$ cat config.mk
export PLATFORM = sky130hd
export DESIGN_NAME = pipelined_adder_flat
export DESIGN_NICKNAME = d
export VERILOG_FILES = /design/src/rtl/pipelined_adder_if.sv /design/src/rtl/pipelined_adder.sv /design/src/flat_wrapper.sv
export SDC_FILE = /design/constraint.sdc
export NUM_CORES = 1
export LEC_CHECK = 0
export BUFFER_PORTS_ARGS = -buffer_cell sky130_fd_sc_hd__buf_2
export CAP_MARGIN = 5
export CORE_MARGIN = 10
export CORE_UTILIZATION = 40
export DETAILED_ROUTE_END_ITERATION = 7
export GPL_TIMING_DRIVEN = 0
export MAX_ROUTING_LAYER = met4
export SLEW_MARGIN = 20
export SYNTH_ARGS = -nofsm -noshare
export SYNTH_HDL_FRONTEND = slang
export SYNTH_SLANG_ARGS = --single-unit
$ cat constraint.sdc
create_clock -name clk -period 5.3 [get_ports clk]
set_input_delay 0.265 -clock clk [delete_from_list [all_inputs] [get_ports clk]]
set_output_delay 0.265 -clock clk [all_outputs]
set_load 0.02 [all_outputs]
$ cat src/rtl/pipelined_adder_if.sv
// Operand/result handshake bundle for the pipelined adder/subtractor.
interface pipelined_adder_if #(
    parameter int unsigned WIDTH = 16
) ();
    logic             in_valid;
    logic             in_ready;
    logic [WIDTH-1:0] a;
    logic [WIDTH-1:0] b;
    logic             cin;
    logic             sub;
    logic             out_valid;
    logic             out_ready;
    logic [WIDTH-1:0] sum;
    logic             cout;
    logic             overflow;

    // Producer/consumer side (drives operands, accepts results)
    modport master (
        output in_valid, a, b, cin, sub, out_ready,
        input  in_ready, out_valid, sum, cout, overflow
    );

    // Adder side
    modport slave (
        input  in_valid, a, b, cin, sub, out_ready,
        output in_ready, out_valid, sum, cout, overflow
    );
endinterface

$ cat src/rtl/pipelined_adder.sv
// Pipelined ripple-carry adder/subtractor: one CHUNK-bit slice per stage,
// carry registered between stages, global stall on output back-pressure.
module pipelined_adder #(
    parameter int unsigned WIDTH = 16,
    parameter int unsigned CHUNK = 4
) (
    input  logic             clk,
    input  logic             rst,
    pipelined_adder_if.slave bus
);
    localparam int unsigned STAGES = (CHUNK == 0) ? 1 : WIDTH / CHUNK;
    localparam int unsigned REMAIN = (CHUNK == 0) ? 1 : WIDTH % CHUNK;

    if (CHUNK == 0 || REMAIN != 0) begin : g_bad_param
        $error("pipelined_adder: WIDTH must be a non-zero multiple of CHUNK");
    end

    logic             w_adv;
    logic [WIDTH-1:0] w_b_eff;
    logic             w_c_eff;

    // Subtraction as A + ~B + 1, with the borrow-in folded into the carry
    assign w_b_eff = bus.sub ? ~bus.b : bus.b;
    assign w_c_eff = bus.cin ^ bus.sub;

    for (genvar k = 0; k < STAGES; k++) begin : g_stage
        localparam int unsigned REM  = WIDTH - k * CHUNK;
        localparam int unsigned DONE = (k + 1) * CHUNK;

        logic [REM-1:0]   w_op_a;
        logic [REM-1:0]   w_op_b;
        logic             w_cin;
        logic             w_vin;
        logic [CHUNK-1:0] w_s;
        logic             w_c;
        logic [DONE-1:0]  w_sum_nxt;

        logic             r_valid;
        logic [DONE-1:0]  r_sum;
        logic             r_carry;

        // Stage inputs: the conditioned beat for stage 0, predecessor registers otherwise
        if (k == 0) begin : g_src
            assign w_op_a    = bus.a;
            assign w_op_b    = w_b_eff;
            assign w_cin     = w_c_eff;
            assign w_vin     = bus.in_valid;
            assign w_sum_nxt = w_s;
        end else begin : g_src
            assign w_op_a    = g_stage[k-1].g_ops.r_a;
            assign w_op_b    = g_stage[k-1].g_ops.r_b;
            assign w_cin     = g_stage[k-1].r_carry;
            assign w_vin     = g_stage[k-1].r_valid;
            assign w_sum_nxt = {w_s, g_stage[k-1].r_sum};
        end

        // Slice add: the lowest remaining slice of each operand sits at bit 0
        assign {w_c, w_s} = {1'b0, w_op_a[CHUNK-1:0]} + {1'b0, w_op_b[CHUNK-1:0]}
                          + (CHUNK + 1)'(w_cin);

        // Valid, accumulated lower result slices and slice carry
        always_ff @(posedge clk or posedge rst) begin
            if (rst) begin
                r_valid <= 1'b0;
                r_sum   <= '0;
                r_carry <= 1'b0;
            end else if (w_adv) begin
                r_valid <= w_vin;
                r_sum   <= w_sum_nxt;
                r_carry <= w_c;
            end
        end

        if (k < STAGES - 1) begin : g_ops
            logic [REM-CHUNK-1:0] r_a;
            logic [REM-CHUNK-1:0] r_b;

            // Delay line for the operand slices not yet added
            always_ff @(posedge clk or posedge rst) begin
                if (rst) begin
                    r_a <= '0;
                    r_b <= '0;
                end else if (w_adv) begin
                    r_a <= w_op_a[REM-1:CHUNK];
                    r_b <= w_op_b[REM-1:CHUNK];
                end
            end
        end else begin : g_last
            logic w_c_msb;
            logic r_overflow;

            // Carry into the MSB recovered from the MSB sum bit and its operands
            assign w_c_msb = w_s[CHUNK-1] ^ w_op_a[CHUNK-1] ^ w_op_b[CHUNK-1];

            // Signed overflow registered alongside the final slice
            always_ff @(posedge clk or posedge rst) begin
                if (rst) begin
                    r_overflow <= 1'b0;
                end else if (w_adv) begin
                    r_overflow <= w_c_msb ^ w_c;
                end
            end
        end
    end

    // Whole pipe advances whenever the output slot is empty or being drained
    assign w_adv        = ~g_stage[STAGES-1].r_valid | bus.out_ready;
    assign bus.in_ready = w_adv;

    assign bus.out_valid = g_stage[STAGES-1].r_valid;
    assign bus.sum       = g_stage[STAGES-1].r_sum;
    assign bus.cout      = g_stage[STAGES-1].r_carry;
    assign bus.overflow  = g_stage[STAGES-1].g_last.r_overflow;
endmodule

$ cat src/flat_wrapper.sv
// flat-port wrapper written by rule: the top's interface ports become plain ports
module pipelined_adder_flat 
#(
    parameter int unsigned WIDTH = 16,
    parameter int unsigned CHUNK = 4
)
  (clk, rst, bus_in_valid, bus_a, bus_b, bus_cin, bus_sub, bus_out_ready, bus_in_ready, bus_out_valid, bus_sum, bus_cout, bus_overflow);
  pipelined_adder_if #(.WIDTH(WIDTH)) bus_i ();
  input  logic clk;
  input  logic rst;
  input wire logic [$bits(bus_i.in_valid)-1:0] bus_in_valid;
  input wire logic [$bits(bus_i.a)-1:0] bus_a;
  input wire logic [$bits(bus_i.b)-1:0] bus_b;
  input wire logic [$bits(bus_i.cin)-1:0] bus_cin;
  input wire logic [$bits(bus_i.sub)-1:0] bus_sub;
  input wire logic [$bits(bus_i.out_ready)-1:0] bus_out_ready;
  output wire logic [$bits(bus_i.in_ready)-1:0] bus_in_ready;
  output wire logic [$bits(bus_i.out_valid)-1:0] bus_out_valid;
  output wire logic [$bits(bus_i.sum)-1:0] bus_sum;
  output wire logic [$bits(bus_i.cout)-1:0] bus_cout;
  output wire logic [$bits(bus_i.overflow)-1:0] bus_overflow;
  assign bus_i.in_valid = bus_in_valid;
  assign bus_i.a = bus_a;
  assign bus_i.b = bus_b;
  assign bus_i.cin = bus_cin;
  assign bus_i.sub = bus_sub;
  assign bus_i.out_ready = bus_out_ready;
  assign bus_in_ready = bus_i.in_ready;
  assign bus_out_valid = bus_i.out_valid;
  assign bus_sum = bus_i.sum;
  assign bus_cout = bus_i.cout;
  assign bus_overflow = bus_i.overflow;
  pipelined_adder #(.WIDTH(WIDTH), .CHUNK(CHUNK)) u_core (.clk(clk), .rst(rst), .bus(bus_i));
endmodule
==> results.txt, run 1 <==
- The run finished with clean final reports.
- The number of setup buffers added after CTS is 0.
- The share of the Yosys chip area taken by registers is 56.5%.
- First drt pass iteration count: 5
* Slew at the pin with the worst max-slew slack: 631 ps
- Share of final-layout standard cells stronger than drive strength 1: between 10% and 20%
- Final-stage net count: 586
* Syn_area_per_cell: about 9.4 um^2
- For this design the ratio of total power to cell area is about 570 nW/um^2.
- TritonCTS built the clock tree.
* Syn-to-layout area delta: 15.5%
* Worst-case hold slack: 86.0 ps
- Once layout is complete, the utilization of the core stands at approximately 48%.
- Antenna violations before repair: 0
- Sorting the synthesized cells by area gives the leading types as sky130_fd_sc_hd__dfrtp_1, sky130_fd_sc_hd__nand2_1, sky130_fd_sc_hd__fa_1.
* Number of buffers between clock root and the deepest sink: 2
* End of the worst register-to-register path: u_core.bus.overflow$_DFFE_PP0P_
- Timing would allow up to 489 MHz.
- Worst hold-check path type: input pin to flip-flop
* Setup Total Neg Slack: 0 ps
- Ys flop type: sky130_fd_sc_hd__dfrtp_1
- Subtracting the final worst setup slack from the clock period gives around 2000 ps.
* Worst setup path category: flip-flop to output pin
- The floorplan step set the die height to 124 um.
- After synthesis the netlist holds a flip-flop and latch count of 97.
* Sink of the worst hold path: u_core.g_stage[0].g_ops.r_a[4]$_DFFE_PP0P_
- DIE AREA: 15,300 um^2
- After filler insertion, the fill cell instance count of the layout stands at 1,058.
* Average vias per placed instance: 4.60
* DRC viols: 0
- Yosys mapped a number of flops with a built-in enable equal to 0.
- Setup slack closes at between 3000 and 4000 ps.
- Top-Level Pins: 58
* Data arrival time of the critical path: between 1500 and 2000 ps
- Clock-pin slew reported for the worst setup and hold paths after clock tree synthesis: 90 ps
- Iteration-0 DRC count of the detailed router: 140
* Synth area leader: sky130_fd_sc_hd__dfrtp_1
* Worst clock skew: 9.86 ps
- Remaining global-route overflow: 0
* Count of cells along the worst register-to-register path: 6
* Leak: 2.59 nW
- The most common cell in the synthesized netlist is sky130_fd_sc_hd__nand2_1.
- The number of antenna diodes in the final layout is 0.
- The synthesized netlist occupies a cell area of 4290 um^2.
* Post-detailed-route count of antenna-violating nets: 0
- Total CTS buffers: 9
* CTS Sinks: 97
- Yosys warnings: 0
- Post-synthesis instance total: 459
- Once the floorplan was initialized, standard cells occupied 41.4% of the core.
- Element type at the critical path end: output pin
- Top-area cell type share of the netlist area: a little under three fifths
- Clock network latency to the later pin of the worst-skew pair: 370 ps
- The routed layout has 3,077 vias.
* Largest net degree at the start of global routing: 80
- Measured against its own limit, the worst slew margin works out to 58.0%.
- The H-tree was split into 3 levels.
* Via count of the first global-routing pass: about 3,100
- Reported max-cap violation count: 0
- In this run the most critical hold path is launched from bus_a[8].
- Fin crit share: 38.6%
- Count of hold-fix buffers inserted at cts: 1
- STA classifies the critical path startpoint as a flip-flop.
- Along the worst path, the maximum fanout reaches 10.
- Setup repair after global routing missed its margin: no
- Total power draw: 2.81 mW
- The count of endpoints failing hold in the final timing report came to 0.
- Count of buffers from port buffering: 56
- Once detailed placement completed, the half-perimeter wirelength came to 6880 um.
- At the placement stage, the worst setup path has a slack of 2960 ps.
- Root buf cell: sky130_fd_sc_hd__clkbuf_8
- The max-slew violation count was 0.
- Counting instances, the worst hold path has a depth of 3.
* First-pass GRT wire length: around 15,000 um
- Detailed-route wire length per cell: roughly 14 um
- Number of setup violations in the final report: 0
- Register-to-register path setup slack: 3260 ps
- For the worst setup path, the data required time is 5040 ps.
- In this run the critical register-to-register path is launched from u_core.g_stage[2].g_ops.r_b[0]$_DFFE_PP0P_.
* Number of library cell types mapped by synthesis: 29
- The congestion estimate from routability-driven global placement came to 0.806.
- The core region is 10,400 um^2.
- Async set-or-reset flop fraction in the synthesized netlist: 100%
- In the synthesized netlist, the cells that appear most often are sky130_fd_sc_hd__nand2_1, sky130_fd_sc_hd__dfrtp_1, sky130_fd_sc_hd__o21ai_0.
* Overall track demand over capacity in global routing: 13.4%
- Wire length reported by the detailed router: 9310 um
- Resize count post-CTS: 0
- The initialized floorplan defines 37 standard-cell rows.
- Across the VDD grid, the largest voltage drop is 0.201 mV.
* Syn nets: ~520
- Die extent in x: 124 um
-- area by class of cell --
cell class	count	area (um^2)	area share (%)
timing repair buffer	58	318	6.41
clock buffer	11	141	2.85
sequential	97	2430	49.0
inverter	12	50.0	1.01
clock inverter	5	31.3	0.631
tap	136	170	3.43
multi-input combinational	327	1710	34.5
buffer	23	111	2.25
-- worst max-delay path, stage by stage, from the launching register on --
cell and delay, ps:
sky130_fd_sc_hd__dfrtp_1 390, sky130_fd_sc_hd__nor2b_1 170, sky130_fd_sc_hd__inv_1 70, sky130_fd_sc_hd__buf_2 230, sky130_fd_sc_hd__buf_2 320, sky130_fd_sc_hd__buf_2 230
-- metrics by stage --
step	area (um^2)	std cells
detailed placement	4780	652
CTS	4960	669
finish	4960	669
floorplan	4290	459
global placement	4740	651
global route	4960	669
-- placed cells by master (no fill, tap or decap), types with 2 or more instances in the layout --
master and count:
sky130_fd_sc_hd__fa_1 8, sky130_fd_sc_hd__a21o_1 3, sky130_fd_sc_hd__a21oi_1 11, sky130_fd_sc_hd__dfrtp_1 97, sky130_fd_sc_hd__o21ai_0 26, sky130_fd_sc_hd__ha_1 12, sky130_fd_sc_hd__clkinv_2 3, sky130_fd_sc_hd__clkbuf_8 10
sky130_fd_sc_hd__nand2_1 215, sky130_fd_sc_hd__nand3_1 2, sky130_fd_sc_hd__buf_2 73, sky130_fd_sc_hd__nor2_1 10, sky130_fd_sc_hd__inv_1 11, sky130_fd_sc_hd__xor2_1 10, sky130_fd_sc_hd__nor2b_1 4, sky130_fd_sc_hd__clkbuf_1 6
sky130_fd_sc_hd__xnor2_1 13
-- power by group --
group | switching (mW) | internal, mW
clock network | 0.254 | 0.182
registers | 0.176 | 1.07
logic | 0.686 | 0.443
total | 1.12 | 1.70
-- state kept, by name (all words and copies together), names as in the netlist --
signal and flops:
u_core.g_stage.g_ops.r_a 24, u_core.g_stage.r_sum 24, u_core.bus.sum 16, u_core.g_stage.g_ops.r_b 24
u_core.bus.overflow 1, u_core.bus.out_valid 1, u_core.g_stage.r_valid 3, u_core.g_stage.r_carry 3
u_core.bus.cout 1
-- routing by layer --
layer / share of wire, % / up-vias / GRT usage (%)
met5: 0 / - / -
li1: - / 1576 / -
met4: 1.8 / 0 / 5.68
met3: 3.8 / 10 / 2.40
met2: 46 / 60 / 20.3
met1: 48 / 1431 / 17.4
-- how the worst max path moves through the flow --
stage	startpoint	end	slack (ps)
floorplan	rst	u_core.bus.cout$_DFFE_PP0P_	2500
global route	u_core.g_stage[2].g_ops.r_b[0]$_DFFE_PP0P_	u_core.bus.overflow$_DFFE_PP0P_	3130
global placement	rst	u_core.g_stage[0].r_sum[0]$_DFFE_PP0P_	1410
CTS	u_core.bus.out_valid$_DFFE_PP0P_	bus_in_ready	3250
detailed placement	bus_sub	u_core.g_stage[0].r_carry$_DFFE_PP0P_	2960
finish	u_core.bus.out_valid$_DFFE_PP0P_	bus_in_ready	3260
-- logic make-up after synthesis --
group                      share of synthesized area (%)
and+or+nand+nor                                     21.2
xor gates and xnor gates                            4.69
buffers and inverters                               3.64
DFF                                                 56.5
AOI/OAI and AO/OA                                   6.67
adders and majority gates                           7.23
Power figures use the tool's default switching activity.
==> inputs of run 2 (changes only) <==
--- a/config.mk
+++ b/config.mk
@@ -5,6 +5,7 @@
 export SDC_FILE = /design/constraint.sdc
 export NUM_CORES = 1
 export LEC_CHECK = 0
+export ABC_AREA = 1
 export BUFFER_PORTS_ARGS = -buffer_cell sky130_fd_sc_hd__buf_2
 export CAP_MARGIN = 5
 export CORE_MARGIN = 10
==> constraint.sdc (replaced) <==
create_clock -name clk -period 1.7 [get_ports clk]
set_input_delay 0.085 -clock clk [delete_from_list [all_inputs] [get_ports clk]]
set_output_delay 0.085 -clock clk [all_outputs]
set_load 0.02 [all_outputs]
==> results.txt, run 2 <==
* Detailed-route wire length per cell: 14.4 um (+3.7%)
- The total leakage power was 2.73 nW (+5.3%).
- Syn-to-layout area delta: 20.8%
- The post-route setup TNS is -42.5 ps (-42.5 ps).
- Async set-or-reset flop fraction in the synthesized netlist: 100% (unchanged)
- The headroom to the max-slew limit came to 61.5% (+3.5 points).
- Syn nets: 541 (+4.6%)
* Util after Layout: 50.1% (+2.3 points)
- The area of the mapped netlist came to 4320 um^2 (+0.58%).
* Worst clock skew: 9.00 ps (-0.858 ps)
- The sequential share of power came to 43.6% (-0.7 points).
- Number of setup buffers added after CTS: 0 (unchanged)
* Power Internal: 5.35 mW (+220%)
- Post-detailed-route count of antenna-violating nets: 0 (unchanged)
- The compound-cell area share of the yosys netlist was 5.01% (-1.7 points).
* Top-area cell type share of the netlist area: 56.2% (-0.33 points)
- Via count of the first global-routing pass: 3,446 (+10%)
- The total via count after detailed routing came to 3,292 (+7.0%).
* Xor-xnor portion of the synthesized cell area: 3.45% (-1.2 points)
* Met3 wire length: 524 um (+50%)
- The final count of negative-setup-slack endpoints was 1 (+1).
* Total CTS buffers: 9 (unchanged)
* Area of all placed cells without fillers: 5220 um^2 (+5.2%)
- TritonCTS clock tree: done
- The initial antenna violation count was 0 (unchanged).
* Cell area reported after detailed placement: 4850 um^2 (+1.5%)
* Total power draw: 8.97 mW (+220%)
- Wl on met1: 4840 um (+7.6%)
- The number of buffers on the longest clock path was 2 (unchanged).
* Leading registers by flop count: u_core.g_stage.g_ops.r_a x24, u_core.g_stage.g_ops.r_b x24, u_core.g_stage.r_sum x24
- Total placed cells including tap cells: 678 (+4.0%)
- Number of library cell types mapped by synthesis: 23 (-21%)
* Worst hold-check path type: input pin to flip-flop
- Power density cells: 1720 nW/um^2 (+200%)
- Timing would allow up to 574 MHz.
- The final worst slack was -42.5 ps (-3300 ps).
- The detailed route wirelength on metal2 was 4740 um (+10%).
* Top-Level Pins: 58 (unchanged)
* DIE AREA: 15,400 um^2 (+0.49%)
* DRC viols: 0 (unchanged)
- Switching power: 3.63 mW (+230%)
- Leading cell types by count after synthesis: sky130_fd_sc_hd__nand2_1, sky130_fd_sc_hd__dfrtp_1, sky130_fd_sc_hd__o21ai_0
* Fraction of the mapped netlist area in adder cells: 7.19% (-0.042 points)
* Filler instances: 1,006 (-4.9%)
- The CTS H-tree depth was 3 (unchanged).
- By area the synthesized netlist is led by sky130_fd_sc_hd__dfrtp_1, sky130_fd_sc_hd__nand2_1, sky130_fd_sc_hd__fa_1.
- Worst slack at placement: -113 ps (-3080 ps)
- The final non-filler cell total is 710 (+6.1%).
- Uppermost layer routed: met4
* Sequential cell area fraction in the yosys report: 56.2% (-0.33 points)
* Worst setup path category: flip-flop to flip-flop
- Setup repair after global routing missed its margin: yes
- Syn_area_per_cell: 8.94 um^2 (-4.4%)
* Post-synthesis instance total: 483 (+5.2%)
- Largest fanout of any net on the critical path: 3 (-7)
- Most frequently used cell type in the post-synthesis netlist: sky130_fd_sc_hd__nand2_1
- Iteration-0 DRC count of the detailed router: 174 (+24%)
- The wire length of the first global-routing pass came to 17,100 um (+11%).
* Number of antenna repair diodes: 0 (unchanged)
* Part of the total power dissipated in combinational logic: 40.5% (+0.3 points)
- The clock network fraction of total power is 15.9% (+0.4 points).
* Share of final-layout standard cells stronger than drive strength 1: 17.4% (-0.21 points)
- Ys flop type: sky130_fd_sc_hd__dfrtp_1
- Overall track demand over capacity in global routing: 14.7% (+1.3 points)
- The measured slew at the worst slew-check pin came to 578 ps (-52.9 ps).
* Yosys warnings: 0 (unchanged)
* Floorplan core area: 10,400 um^2 (+0.45%)
- Reported max-cap violation count: 0 (unchanged)
- The number of flops mapped to enable cells by yosys came to 0 (unchanged).
- Largest net degree at the start of global routing: 34 (-57%)
- The initial cell density of the core is 41.5% (+0.056 points).
* Element type at the critical path end: flip-flop
- Count of buffers from port buffering: 56 (unchanged)
- Average vias per placed instance: 4.64 (+0.81%)
* Post-route minimum period: 1740 ps
- In the layout the commonest cells are sky130_fd_sc_hd__nand2_1, sky130_fd_sc_hd__dfrtp_1, sky130_fd_sc_hd__buf_2.
- Switch share: 40.4% (+0.73 points)
- The worst-case vdd ir drop is 0.575 mV (+190%).
* Main combinational cell family by area after synthesis: simple AND/OR/NAND/NOR gates
- Synth area leader: sky130_fd_sc_hd__dfrtp_1
- The number of flip-flops and latches in the synthesized netlist is 97 (unchanged).
* Remaining global-route overflow: 0 (unchanged)
* Die extent in x: 124 um (+0.24%)
* Multiplexer fraction of the synthesized cell area: 0% (unchanged)
- Status: complete, but fails checks
- The vertical die dimension came to 124 um (+0.24%).
* Clock network latency to the later pin of the worst-skew pair: 370 ps (about the same)
- The checks that failed: negative setup slack.
* Simple-Gate Fraction of Synth Area: 23.4% (+2.1 points)
- The critical path data arrival time is 2000 ps (+220 ps).
- Worst-case hold slack: 8.68 ps (-77.4 ps)
- The routed wire length is 10,200 um (+10%).
- The net count of the finished layout is 628 (+7.2%).
- Element type at the critical path start: flip-flop
- The max-slew violation count is 0 (unchanged).
- The half-perimeter wire length after placement was 7400 um (+7.6%).
* Final Hold Viols: 0 (unchanged)
- The required time at the worst-slack endpoint is 1960 ps (-3080 ps).
* Global placer's final weighted congestion: 0.833 (+3.4%)
- The CTS clock-pin slew for the worst setup and hold paths came to 90 ps (about the same).
* Leading cell type in the layout, fill and taps excluded: sky130_fd_sc_hd__nand2_1
* Root buf cell: sky130_fd_sc_hd__clkbuf_8
- Fin crit share: 103%
- CTS Sinks: 97 (unchanged)
* Core Rows: 37 (unchanged)
* First drt pass iteration count: 5 (unchanged)
run 2: changes by cell type after synthesis, sizes merged, moves of 5 or more:
cell | before | now
xor2 | 10 | 5
inv | 12 | 26
o21ai | 26 | 32
nand3 | 2 | 11
nand2 | 215 | 229
run 2: timing repair:
| action | CTS | global route |
|---|---|---|
| hold buffers | 17 | 0 |
| pin swaps | 2 | 1 |
| hold endpoints to repair | 32 | 0 |
| cloned | 0 | 0 |
| gates resized for setup | 3 | 8 |
| endpoints found under the setup margin | 4 | 5 |
run 2: kinds of logic after synthesis:
kind of cell	count (synthesis)
flip-flops	97
buffers and inverters	48
adder cells (fa/ha/maj)	20
AND/OR/NAND/NOR	259
AO/OA/AOI/OAI	42
XOR/XNOR	17
run 2: worst paths after layout:
path	from	to	slack [ps]	cells after the start
max in group asynchronous	rst	u_core.g_stage[1].r_sum[0]$_DFFE_PP0P_	700	5
max reg2reg	u_core.g_stage[2].g_ops.r_a[0]$_DFFE_PP0P_	u_core.bus.overflow$_DFFE_PP0P_	-40	8
max	u_core.g_stage[2].g_ops.r_a[0]$_DFFE_PP0P_	u_core.bus.overflow$_DFFE_PP0P_	-40	8
min in group asynchronous	rst	u_core.g_stage[1].g_ops.r_a[0]$_DFFE_PP0P_	280	3
min reg2reg	u_core.g_stage[0].r_sum[0]$_DFFE_PP0P_	u_core.g_stage[1].r_sum[0]$_DFFE_PP0P_	470	2
min	bus_b[8]	u_core.g_stage[0].g_ops.r_b[4]$_DFFE_PP0P_	9	3
run 2: cell type report:
type | count | area [um^2] | area share [%]
Tap cell | 136 | 170 | 3.26
Timing Repair Buffer | 76 | 518 | 9.93
Clock inverter | 4 | 45.0 | 0.863
Inverter | 26 | 101 | 1.94
Multi-Input combinational cell | 338 | 1710 | 32.8
Buffer | 22 | 113 | 2.16
Sequential cell | 97 | 2430 | 46.5
Clock buffer | 11 | 131 | 2.52
run 2: power groups by stage:
stage                     Sequential, mW  Combinational [mW]  Clock [mW]
after floorplan                     4.10                2.23           0
after global routing                4.04                4.22        1.57
after global placement              3.93                3.43           0
final                               3.91                3.63        1.43
after detailed placement            3.96                3.55           0
after CTS                           3.92                3.63        1.45
run 2: worst max-delay path, cell delays in order, from the launching register on:
cell and delay (ps):
sky130_fd_sc_hd__dfrtp_1 410, sky130_fd_sc_hd__fa_2 420, sky130_fd_sc_hd__fa_2 370, sky130_fd_sc_hd__nand3_2 110
sky130_fd_sc_hd__nand3_1 80, sky130_fd_sc_hd__nand2_1 90, sky130_fd_sc_hd__inv_1 40, sky130_fd_sc_hd__nand2_1 50
sky130_fd_sc_hd__nand3_1 60
run 2: metal layers:
metal | global-route usage [%] | vias to the layer above
li1 | - | 1668
met1 | 19.1 | 1536
met2 | 22.4 | 78
met3 | 3.30 | 10
met4 | 4.60 | 0
met5 | - | -
